`config.mk`:
```
export PLATFORM = sky130hd
export DESIGN_NAME = branch_resolve_ctrl
export DESIGN_NICKNAME = d
export VERILOG_FILES = /design/src/rtl/mips_br_pkg.sv /design/src/rtl/br_target_adder.sv /design/src/rtl/branch_resolve_ctrl.sv
export SDC_FILE = /design/constraint.sdc
export NUM_CORES = 1
export LEC_CHECK = 0
export ABC_AREA = 0
export CAP_MARGIN = 20
export CORE_UTILIZATION = 44
export CTS_CLUSTER_SIZE = 16
export DETAILED_ROUTE_END_ITERATION = 12
export HOLD_SLACK_MARGIN = 0.1
export PLACE_DENSITY = 0.88
export SKIP_LAST_GASP = 1
export SYNTH_ARGS = -nofsm -noshare
export SYNTH_HDL_FRONTEND = slang
export SYNTH_SLANG_ARGS = --single-unit
```
`constraint.sdc`:
```
create_clock -name clk_i -period 5.7 [get_ports clk_i]
set_clock_uncertainty 0.05 [all_clocks]
set_input_delay 0.57 -clock clk_i [delete_from_list [all_inputs] [get_ports clk_i]]
set_output_delay 0.57 -clock clk_i [all_outputs]
set_load 0.05 [all_outputs]
```
`src/rtl/mips_br_pkg.sv`:
```
// Shared branch-unit types: branch op codes, resolve-controller states, redirect payload.
package mips_br_pkg;

  localparam int unsigned XLEN  = 32;
  localparam int unsigned IMM_W = 16;

  typedef enum logic [1:0] {
    BR_NONE = 2'b00,
    BR_BEQ  = 2'b01,
    BR_BNE  = 2'b10
  } br_op_e;

  typedef enum logic [1:0] {
    IDLE    = 2'b00,
    WAIT_OP = 2'b01,
    REDIR   = 2'b10
  } br_state_e;

  typedef struct packed {
    logic            valid;
    logic [XLEN-1:0] pc;
  } redirect_t;

endpackage

```
`src/rtl/br_target_adder.sv`:
```
// Branch target: PC+4 plus the sign-extended word offset (imm16 << 2), wrapping mod 2^32.
module br_target_adder
  import mips_br_pkg::*;
(
  input  logic [XLEN-1:0]  pc4_i,
  input  logic [IMM_W-1:0] imm16_i,
  output logic [XLEN-1:0]  target_o
);

  logic [XLEN-1:0] offset;

  assign offset   = {{(XLEN-IMM_W-2){imm16_i[IMM_W-1]}}, imm16_i, 2'b00};
  assign target_o = pc4_i + offset;

endmodule

```
`src/rtl/branch_resolve_ctrl.sv`:
```
// D-stage BEQ/BNE resolve controller: waits for operands, decides, and holds a
// registered IF redirect until accepted, with saturating performance counters.
module branch_resolve_ctrl
  import mips_br_pkg::*;
#(
  parameter int unsigned CNT_W = 16
) (
  input  logic             clk_i,
  input  logic             reset_i,
  input  logic             d_valid_i,
  input  logic [1:0]       d_op_i,
  input  logic [XLEN-1:0]  d_pc4_i,
  input  logic [IMM_W-1:0] d_imm16_i,
  input  logic [XLEN-1:0]  rs_data_i,
  input  logic             rs_rdy_i,
  input  logic [XLEN-1:0]  rt_data_i,
  input  logic             rt_rdy_i,
  output logic [XLEN-1:0]  cmp_a_o,
  output logic [XLEN-1:0]  cmp_b_o,
  input  logic             cmp_zero_i,
  output logic             d_stall_o,
  output logic             redirect_valid_o,
  output logic [XLEN-1:0]  redirect_pc_o,
  input  logic             redirect_ready_i,
  output logic [CNT_W-1:0] br_taken_cnt_o,
  output logic [CNT_W-1:0] stall_cnt_o
);

  localparam logic [CNT_W-1:0] CNT_MAX = '1;

  br_state_e        state_q, state_d;
  redirect_t        redir_q, redir_d;
  logic [CNT_W-1:0] taken_cnt_q, taken_cnt_d;
  logic [CNT_W-1:0] stall_cnt_q, stall_cnt_d;

  logic            is_beq, is_bne, br, rdy, taken, resolve, d_stall;
  logic [XLEN-1:0] target;

  br_target_adder u_target (
    .pc4_i   (d_pc4_i),
    .imm16_i (d_imm16_i),
    .target_o(target)
  );

  assign cmp_a_o = rs_data_i;
  assign cmp_b_o = rt_data_i;

  assign is_beq = (d_op_i == BR_BEQ);
  assign is_bne = (d_op_i == BR_BNE);
  assign br     = d_valid_i & (is_beq | is_bne);
  assign rdy    = rs_rdy_i & rt_rdy_i;
  // Gated by br so a reserved/none op can never look taken.
  assign taken  = br & ((is_beq & cmp_zero_i) | (is_bne & ~cmp_zero_i));

  always_ff @(posedge clk_i) begin
    if (!reset_i) begin
      state_q     <= IDLE;
      redir_q     <= '0;
      taken_cnt_q <= '0;
      stall_cnt_q <= '0;
    end else begin
      state_q     <= state_d;
      redir_q     <= redir_d;
      taken_cnt_q <= taken_cnt_d;
      stall_cnt_q <= stall_cnt_d;
    end
  end

  always_comb begin
    state_d     = state_q;
    redir_d     = redir_q;
    taken_cnt_d = taken_cnt_q;
    stall_cnt_d = stall_cnt_q;
    d_stall     = 1'b0;
    resolve     = 1'b0;

    case (state_q)
      IDLE: begin
        if (br) begin
          if (rdy) begin
            resolve = 1'b1;
          end else begin
            d_stall = 1'b1;
            state_d = WAIT_OP;
          end
        end
      end
      WAIT_OP: begin
        stall_cnt_d = (stall_cnt_q == CNT_MAX) ? stall_cnt_q : stall_cnt_q + CNT_W'(1);
        if (rdy) begin
          resolve = 1'b1;
          state_d = IDLE;
        end else begin
          d_stall = 1'b1;
        end
      end
      REDIR: begin
        d_stall = 1'b1;
        if (redirect_ready_i) begin
          redir_d.valid = 1'b0;
          state_d       = IDLE;
        end
      end
      default: state_d = IDLE;
    endcase

    // Taken resolve arms the redirect; it becomes visible to IF next cycle.
    if (resolve && taken) begin
      state_d       = REDIR;
      redir_d.valid = 1'b1;
      redir_d.pc    = target;
      taken_cnt_d   = (taken_cnt_q == CNT_MAX) ? taken_cnt_q : taken_cnt_q + CNT_W'(1);
    end
  end

  assign d_stall_o        = d_stall;
  assign redirect_valid_o = redir_q.valid;
  assign redirect_pc_o    = redir_q.pc;
  assign br_taken_cnt_o   = taken_cnt_q;
  assign stall_cnt_o      = stall_cnt_q;

endmodule

```
==> results of run 1 <==
## worst reg2reg max path, cell delays in order (launching register included)
cell and delay (ns):
dfxtp_1 0.35, nor4_4 0.67, buf_4 0.35, o21ai_2 0.15, nor3_1 0.35, nand2_1 0.14
xor2_1 0.19, nor2_1 0.05
## area by class of cell
class / instances / area, sq um / area share
flip-flops and latches: 67 / 1340 / 0.228
inverters: 14 / 52.6 / 0.00892
well taps: 136 / 170 / 0.0289
repair buffers: 124 / 1240 / 0.210
multi-input cells: 439 / 2840 / 0.483
clock inverters: 7 / 124 / 0.0210
clock buffers: 9 / 124 / 0.0210
## registers in the layout (all words and copies together) (netlist names)
signal and flops:
redirect_pc_o 32, br_taken_cnt_o 16, stall_cnt_o 16, state_q 2, redirect_valid_o 1
## layer usage
metal | vias to the layer above | GRT usage | share of wire
met4 | 0 | 0.101 | 0.021
met1 | 2156 | 0.272 | 0.43
met3 | 28 | 0.0386 | 0.070
met5 | - | 0 | 0
met2 | 191 | 0.384 | 0.48
li1 | 2174 | - | -
## final timing paths
check,from,endpoint,slack [ns],cells after the start
hold reg to reg,redirect_pc_o[12]$_SDFFE_PN0P_,redirect_pc_o[12]$_SDFFE_PN0P_,0.40,2
hold / removal,redirect_pc_o[12]$_SDFFE_PN0P_,redirect_pc_o[12]$_SDFFE_PN0P_,0.40,2
setup reg to reg,state_q[1]$_SDFFE_PN0P_,br_taken_cnt_o[14]$_SDFFE_PN0P_,3.25,7
setup / recovery,d_op_i[0],br_taken_cnt_o[14]$_SDFFE_PN0P_,2.41,11
## power by group
group	total, mW	switching, mW	internal [mW]
sequential	0.475	0.00344	0.472
clock	0.493	0.200	0.294
combinational	0.282	0.161	0.121
total	1.25	0.364	0.887
## cells in the mapped netlist, types with 3 or more instances
cell | n | area (sq um)
a211o_1 | 3 | 26.3
nor2b_1 | 5 | 31.3
nor3_1 | 8 | 40.0
a21oi_1 | 49 | 245
a21o_1 | 13 | 97.6
a211oi_1 | 4 | 30.0
o21ai_0 | 19 | 95.1
o31ai_1 | 3 | 22.5
a31oi_1 | 4 | 25.0
nand2_1 | 60 | 225
or2_2 | 5 | 31.3
xnor2_1 | 17 | 149
dfxtp_1 | 67 | 1340
mux2i_1 | 3 | 30.0
inv_1 | 13 | 48.8
o21ai_1 | 10 | 50.1
o211ai_1 | 5 | 37.5
ha_1 | 33 | 413
and3_1 | 10 | 62.6
or4_1 | 3 | 22.5
nand2b_1 | 7 | 43.8
and2_1 | 6 | 37.5
buf_2 | 4 | 20.0
xor2_1 | 27 | 236
o21a_1 | 3 | 22.5
nand4_1 | 15 | 93.8
nand3_1 | 31 | 155
clkbuf_1 | 15 | 56.3
nor2_1 | 59 | 221
buf_4 | 64 | 480
and4_1 | 3 | 26.3
## cell families (layout without fill, tap and decap cells)
family / after synthesis / after routing
AND/OR/NAND/NOR: 219 / 219
XOR/XNOR: 44 / 44
flip-flops: 67 / 67
AO/OA/AOI/OAI: 139 / 139
buffers and inverters: 98 / 154
multiplexers: 3 / 3
adder cells (fa/ha/maj): 34 / 34
==> summary.txt, run 1 <==
Peak supply drop -> 115 uV
Ant. Diodes -> 0
Post-Syn Area -> 4790 sq um
Die height -> 106 um
GP Congestion -> 0.871
Worst slew pin tran -> 0.977 ns
Layout overhead on the synthesized area -> 23.0%
GR Overflow Total -> 0
Critical path start-end classification -> input pin to flop
Commonest non-fill, non-tap cell in the layout -> clkdlybuf4s50_1
CTS buffer count -> 9
Final core occ -> 0.566
Drt wl/cell -> 15.7 um
Largest family of logic cells by synthesized area -> simple AND/OR/NAND/NOR gates
RSZ-0062 raised after global routing -> false
Worst path slowest cell -> nor4_4
NumNets Final -> 810
Primary FF master, synth -> dfxtp_1
Largest net degree at the start of global routing -> 56
Top-level I/O count -> 251
# rows -> 37
Final worst path period share -> 0.578
P_leak -> 2.26 nW
Final WS setup -> 2.41 ns
FMAX -> 304 MHz
Overall Global Routing Usage -> 0.224
CTS sink cnt -> 67
Clock Latency Late Sink -> 0.33 ns
Placement Setup Slack -> 2.01 ns
Distinct cell type count after synthesis -> 59
EDFF count, synth -> 0
# DRC -> 0
Via density per instance -> 5.71
Setup Buffers After CTS -> 0
Crit end category -> flop
Crit path cell chain -> clkdlybuf4s50_1 > inv_1 > ha_1 > nand2b_4 > nor4_4 > buf_4 > o21ai_2 > nor3_1 > nand2_1 > xor2_1 > nor2_1
1st-iter DRT viols -> 277
Mux cell area share after synthesis -> 0.00627
Share of cells above drive strength 1 -> 0.0545
Min Tclk post-route -> 3.29 ns
Cell count after synthesis -> 604
Final Power -> 1.25 mW
Hold WS -> 0.404 ns
Core Box Area -> 10400 sq um
P per Cell Area -> 212 nW/um^2
Synth Area in Adders -> 0.0904
Initial antenna violation count -> 0
First-pass GRT wire length -> 20300 um
Vias -> 4549
Worst Path Max Fanout -> 19
Port Buffers -> 122
DIE AREA -> 11300 sq um
YS warnings -> 0
CP top delay family -> simple AND/OR/NAND/NOR gates
Worst-case clock buffer depth -> 2
DR pass1 iterations -> 5
Yosys reg bits -> 67
Chip Width -> 106 um
Max-slew violation count -> 0
Final WL -> 12500 um
Syn_area_per_cell -> 7.93 sq um
Worst Path Arrival -> 3.44 ns
Max-Slew Margin vs Limit -> 0.348
Synth Area in XOR/XNOR -> 0.0805
Final setup viols -> 0
Post-cts resize count -> 0
Root buffer cell -> clkbuf_8
Critical Path Max Stage Delay -> 0.64 ns
Async S/R FF share, synth -> 0
Setup tns final -> 0 ns
Final HPWL DP -> 9520 um
Vias in the first global route -> 4344
Hold crit path type -> flop to flop
Crit path launch type -> input pin
Cts hold-fix bufs -> 0
CP Data Required Time -> 5.84 ns
Initial Utilization -> 0.460
DRT antenna net count -> 0
Post-route cell area -> 5890 sq um
Clock-pin slew on the worst setup and hold paths -> 0.08 ns
Filler cells -> 940
Buffers & Inverters on Critical Path -> 3
Status -> completed
Most frequent cells in the layout -> clkdlybuf4s50_1, dfxtp_1, nand2_1, nor2_1, a21oi_1
Htree depth -> 3
Synth Area in Compound Gates -> 0.194
Max Cap Violations -> 0
Syn_nets -> 759
Hold Fails Final Rpt -> 0
Placed Cells -> 780
Finished Layout Cells -> 796
Simple-gate share of the synthesized area -> 0.221
Register area share after synthesis -> 0.280
Clock tree from TritonCTS -> done
Area after DPL -> 5640 sq um
Power figures use the tool's default switching activity.
==> run 2: changes to the inputs <==
--- a/config.mk
+++ b/config.mk
@@ -7,11 +7,11 @@
 export LEC_CHECK = 0
 export ABC_AREA = 0
 export CAP_MARGIN = 20
-export CORE_UTILIZATION = 44
+export CORE_UTILIZATION = 37
 export CTS_CLUSTER_SIZE = 16
 export DETAILED_ROUTE_END_ITERATION = 12
 export HOLD_SLACK_MARGIN = 0.1
-export PLACE_DENSITY = 0.88
+export PLACE_DENSITY = 0.79
 export SKIP_LAST_GASP = 1
 export SYNTH_ARGS = -nofsm -noshare
 export SYNTH_HDL_FRONTEND = slang
==> constraint.sdc (replaced) <==
create_clock -name clk_i -period 2.7 [get_ports clk_i]
set_clock_uncertainty 0.05 [all_clocks]
set_input_delay 0.27 -clock clk_i [delete_from_list [all_inputs] [get_ports clk_i]]
set_output_delay 0.27 -clock clk_i [all_outputs]
set_load 0.05 [all_outputs]
==> summary.txt, run 2 (synthesis results as in run 1) <==
R2R setup slack -> 0.83 ns (was 3.25 ns)
P_int -> 2.05 mW (was 887 uW)
DRT antenna net count -> 0 (unchanged)
Setup tns final -> 0 ns (unchanged)
Drt wl/cell -> 14.3 um (was 15.7 um)
Most frequent cells in the layout -> clkdlybuf4s50_1, dfxtp_1, nand2_1, nor2_1, buf_4 (was clkdlybuf4s50_1, dfxtp_1, nand2_1, nor2_1, a21oi_1)
Sw power -> 837 uW (was 364 uW)
Max Cap Violations -> 0 (unchanged)
Worst Path Max Fanout -> 5 (was 19)
Final HPWL DP -> 9720 um (was 9520 um)
Critical Path Max Stage Delay -> 0.47 ns (was 0.64 ns)
CTS sink cnt -> 67 (unchanged)
Share of total power in the clock network -> 0.416 (was 0.394)
Clock tree from TritonCTS -> done (unchanged)
Max-Slew Margin vs Limit -> 0.630 (was 0.348)
Worst Path Arrival -> 2.81 ns (was 3.44 ns)
Share of cells above drive strength 1 -> 0.125 (was 0.0545)
Initial antenna violation count -> 0 (unchanged)
Clock-pin slew on the worst setup and hold paths -> 0.06 ns (was 0.08 ns)
First-pass GRT wire length -> 20100 um (was 20300 um)
DIE AREA -> 13400 sq um (was 11300 sq um)
Min-Delay Endpoint -> redirect_pc_o[30]$_SDFFE_PN0P_ (was redirect_pc_o[12]$_SDFFE_PN0P_)
Crit path top cell by count -> a21oi_4
Peak supply drop -> 322 uV (was 115 uV)
P_leak -> 2.54 nW (was 2.26 nW)
Worst-case clock buffer depth -> 2 (unchanged)
Final Power -> 2.89 mW (was 1.25 mW)
Commonest non-fill, non-tap cell in the layout -> clkdlybuf4s50_1 (unchanged)
Reg2reg start -> br_taken_cnt_o[3]$_SDFFE_PN0P_ (was state_q[1]$_SDFFE_PN0P_)
GR Overflow Total -> 0 (unchanged)
Critical path start-end classification -> input pin to flop (unchanged)
Final WL -> 12600 um (was 12500 um)
Hold Path Origin -> redirect_pc_o[30]$_SDFFE_PN0P_ (was redirect_pc_o[12]$_SDFFE_PN0P_)
Max-slew violation count -> 0 (unchanged)
# DRC -> 0 (unchanged)
NumNets Final -> 861 (was 810)
Final WS setup -> 0.0994 ns (was 2.41 ns)
Clock Latency Late Sink -> 0.33 ns (about the same)
Final worst path period share -> 0.963
GP Congestion -> 0.841 (was 0.871)
CP Data Required Time -> 2.91 ns (was 5.84 ns)
Layout overhead on the synthesized area -> 33.8% (was 23.0%)
Top-level I/O count -> 251 (unchanged)
Overall Global Routing Usage -> 0.190 (was 0.224)
Worst slew pin tran -> 0.554 ns (was 0.977 ns)
Comb power frac -> 0.236 (was 0.225)
Initial Utilization -> 0.379 (was 0.460)
Chip Width -> 116 um (was 106 um)
Ant. Diodes -> 0 (unchanged)
DR pass1 iterations -> 5 (unchanged)
FF-to-FF End -> br_taken_cnt_o[13]$_SDFFE_PN0P_ (was br_taken_cnt_o[14]$_SDFFE_PN0P_)
Status -> completed (unchanged)
Filler cells -> 1246 (was 940)
Htree depth -> 3 (unchanged)
Crit path launch type -> input pin (unchanged)
Vias in the first global route -> 4308 (was 4344)
Root buffer cell -> clkbuf_16 (was clkbuf_8)
Placement Setup Slack -> -0.261 ns (was 2.01 ns)
Via density per instance -> 5.18 (was 5.71)
Sw frac -> 0.290 (was 0.291)
Hold Crit Depth -> 2 (unchanged)
FMAX -> 385 MHz
Hold crit path type -> flop to flop (unchanged)
Final core occ -> 0.508 (was 0.566)
Crit path cell chain -> clkdlybuf4s50_1 > ha_1 > inv_1 > fa_1 > nand2b_4 > a21oi_4 > o2111ai_4 > a21oi_4 > o21ai_2 > or4_1 > a31oi_1 (was clkdlybuf4s50_1 > inv_1 > ha_1 > nand2b_4 > nor4_4 > buf_4 > o21ai_2 > nor3_1 > nand2_1 > xor2_1 > nor2_1)
Vias -> 4575 (was 4549)
1st-iter DRT viols -> 319 (was 277)
P per Cell Area -> 450 nW/um^2 (was 212 nW/um^2)
Final setup viols -> 0 (unchanged)
Core Box Area -> 12600 sq um (was 10400 sq um)
Reg2reg path depth -> 8 (was 7)
Min Tclk post-route -> 2.60 ns
Largest net degree at the start of global routing -> 36 (was 56)
# rows -> 41 (was 37)
Crit end category -> flop (unchanged)
Register Area -> 1340 sq um (unchanged)
Die height -> 116 um (was 106 um)
Port Buffers -> 122 (unchanged)
Sequential share of power -> 0.348 (was 0.380)
Max reg flops -> 32 (unchanged)
Area of the multi-input gates -> 2860 sq um (was 2840 sq um)
CTS buffer count -> 9 (unchanged)
Hold Fails Final Rpt -> 0 (unchanged)
Worst path slowest cell -> clkdlybuf4s50_1 (was nor4_4)
## run 2: cell count changes in the layout (fill, tap and decap cells not counted), sizes merged
cell	previous run	this run
bufinv	3	1
clkinv	2	3
buf	2	54
inv	15	17
clkdlybuf4s50	122	121
clkinvlp	1	0
## run 2: worst max-delay path by stage
stage,from,depth (start not counted),endpoint
2_1_floorplan,d_pc4_i[2],10,redirect_pc_o[26]$_SDFFE_PN0P_
3_5_place_dp,d_imm16_i[0],11,redirect_pc_o[26]$_SDFFE_PN0P_
4_1_cts,d_imm16_i[0],11,redirect_pc_o[26]$_SDFFE_PN0P_
5_1_grt,d_imm16_i[0],11,redirect_pc_o[24]$_SDFFE_PN0P_
3_3_place_gp,d_pc4_i[2],11,redirect_pc_o[26]$_SDFFE_PN0P_
6_report,d_imm16_i[0],11,redirect_pc_o[26]$_SDFFE_PN0P_
## run 2: layout make-up
cell class	count	area share
clock buffers	9	0.0351
multi-input cells	439	0.446
repair buffers	175	0.256
flip-flops and latches	67	0.209
well taps	172	0.0336
clock inverters	7	0.0117
inverters	14	0.00820
## run 2: through the flow
step | std cells | hold WS, ns | area, sq um
6_report | 883 | 0.396 | 6410
5_1_grt | 883 | 0.420 | 6410
4_1_cts | 882 | 0.401 | 6390
3_5_place_dp | 866 | 0.392 | 6090
3_3_place_gp | 866 | 0.387 | 6090
2_1_floorplan | 604 | 0.356 | 4790
## run 2: worst max-delay path, delay by kind of cell
kind	cells	cell delay, ns
simple gates	2	0.57
compound gates	5	0.86
fa+ha+maj	2	0.58
buf+inv	2	0.53
## run 2: what timing repair did
item | 4_1_cts | 5_1_grt
endpoints found under the setup margin | 0 | 3
resized for setup | 0 | 2
buffers inserted | 0 | 1
hold buffers | 0 | 0
## run 2: power groups by stage
stage	clock network [mW]	registers [mW]	logic, mW
after floorplan	0	1.05	0.619
after global placement	0	1.03	0.660
after detailed placement	0	1.03	0.668
after CTS	1.23	1.00	0.672
after global routing	1.28	1.01	0.743
final	1.20	1.00	0.680
## run 2: routing by layer
metal	GRT usage	routed length (um)
met4	0.0915	293
met2	0.307	6020
met3	0.0434	642
met1	0.239	5630
met5	0	0
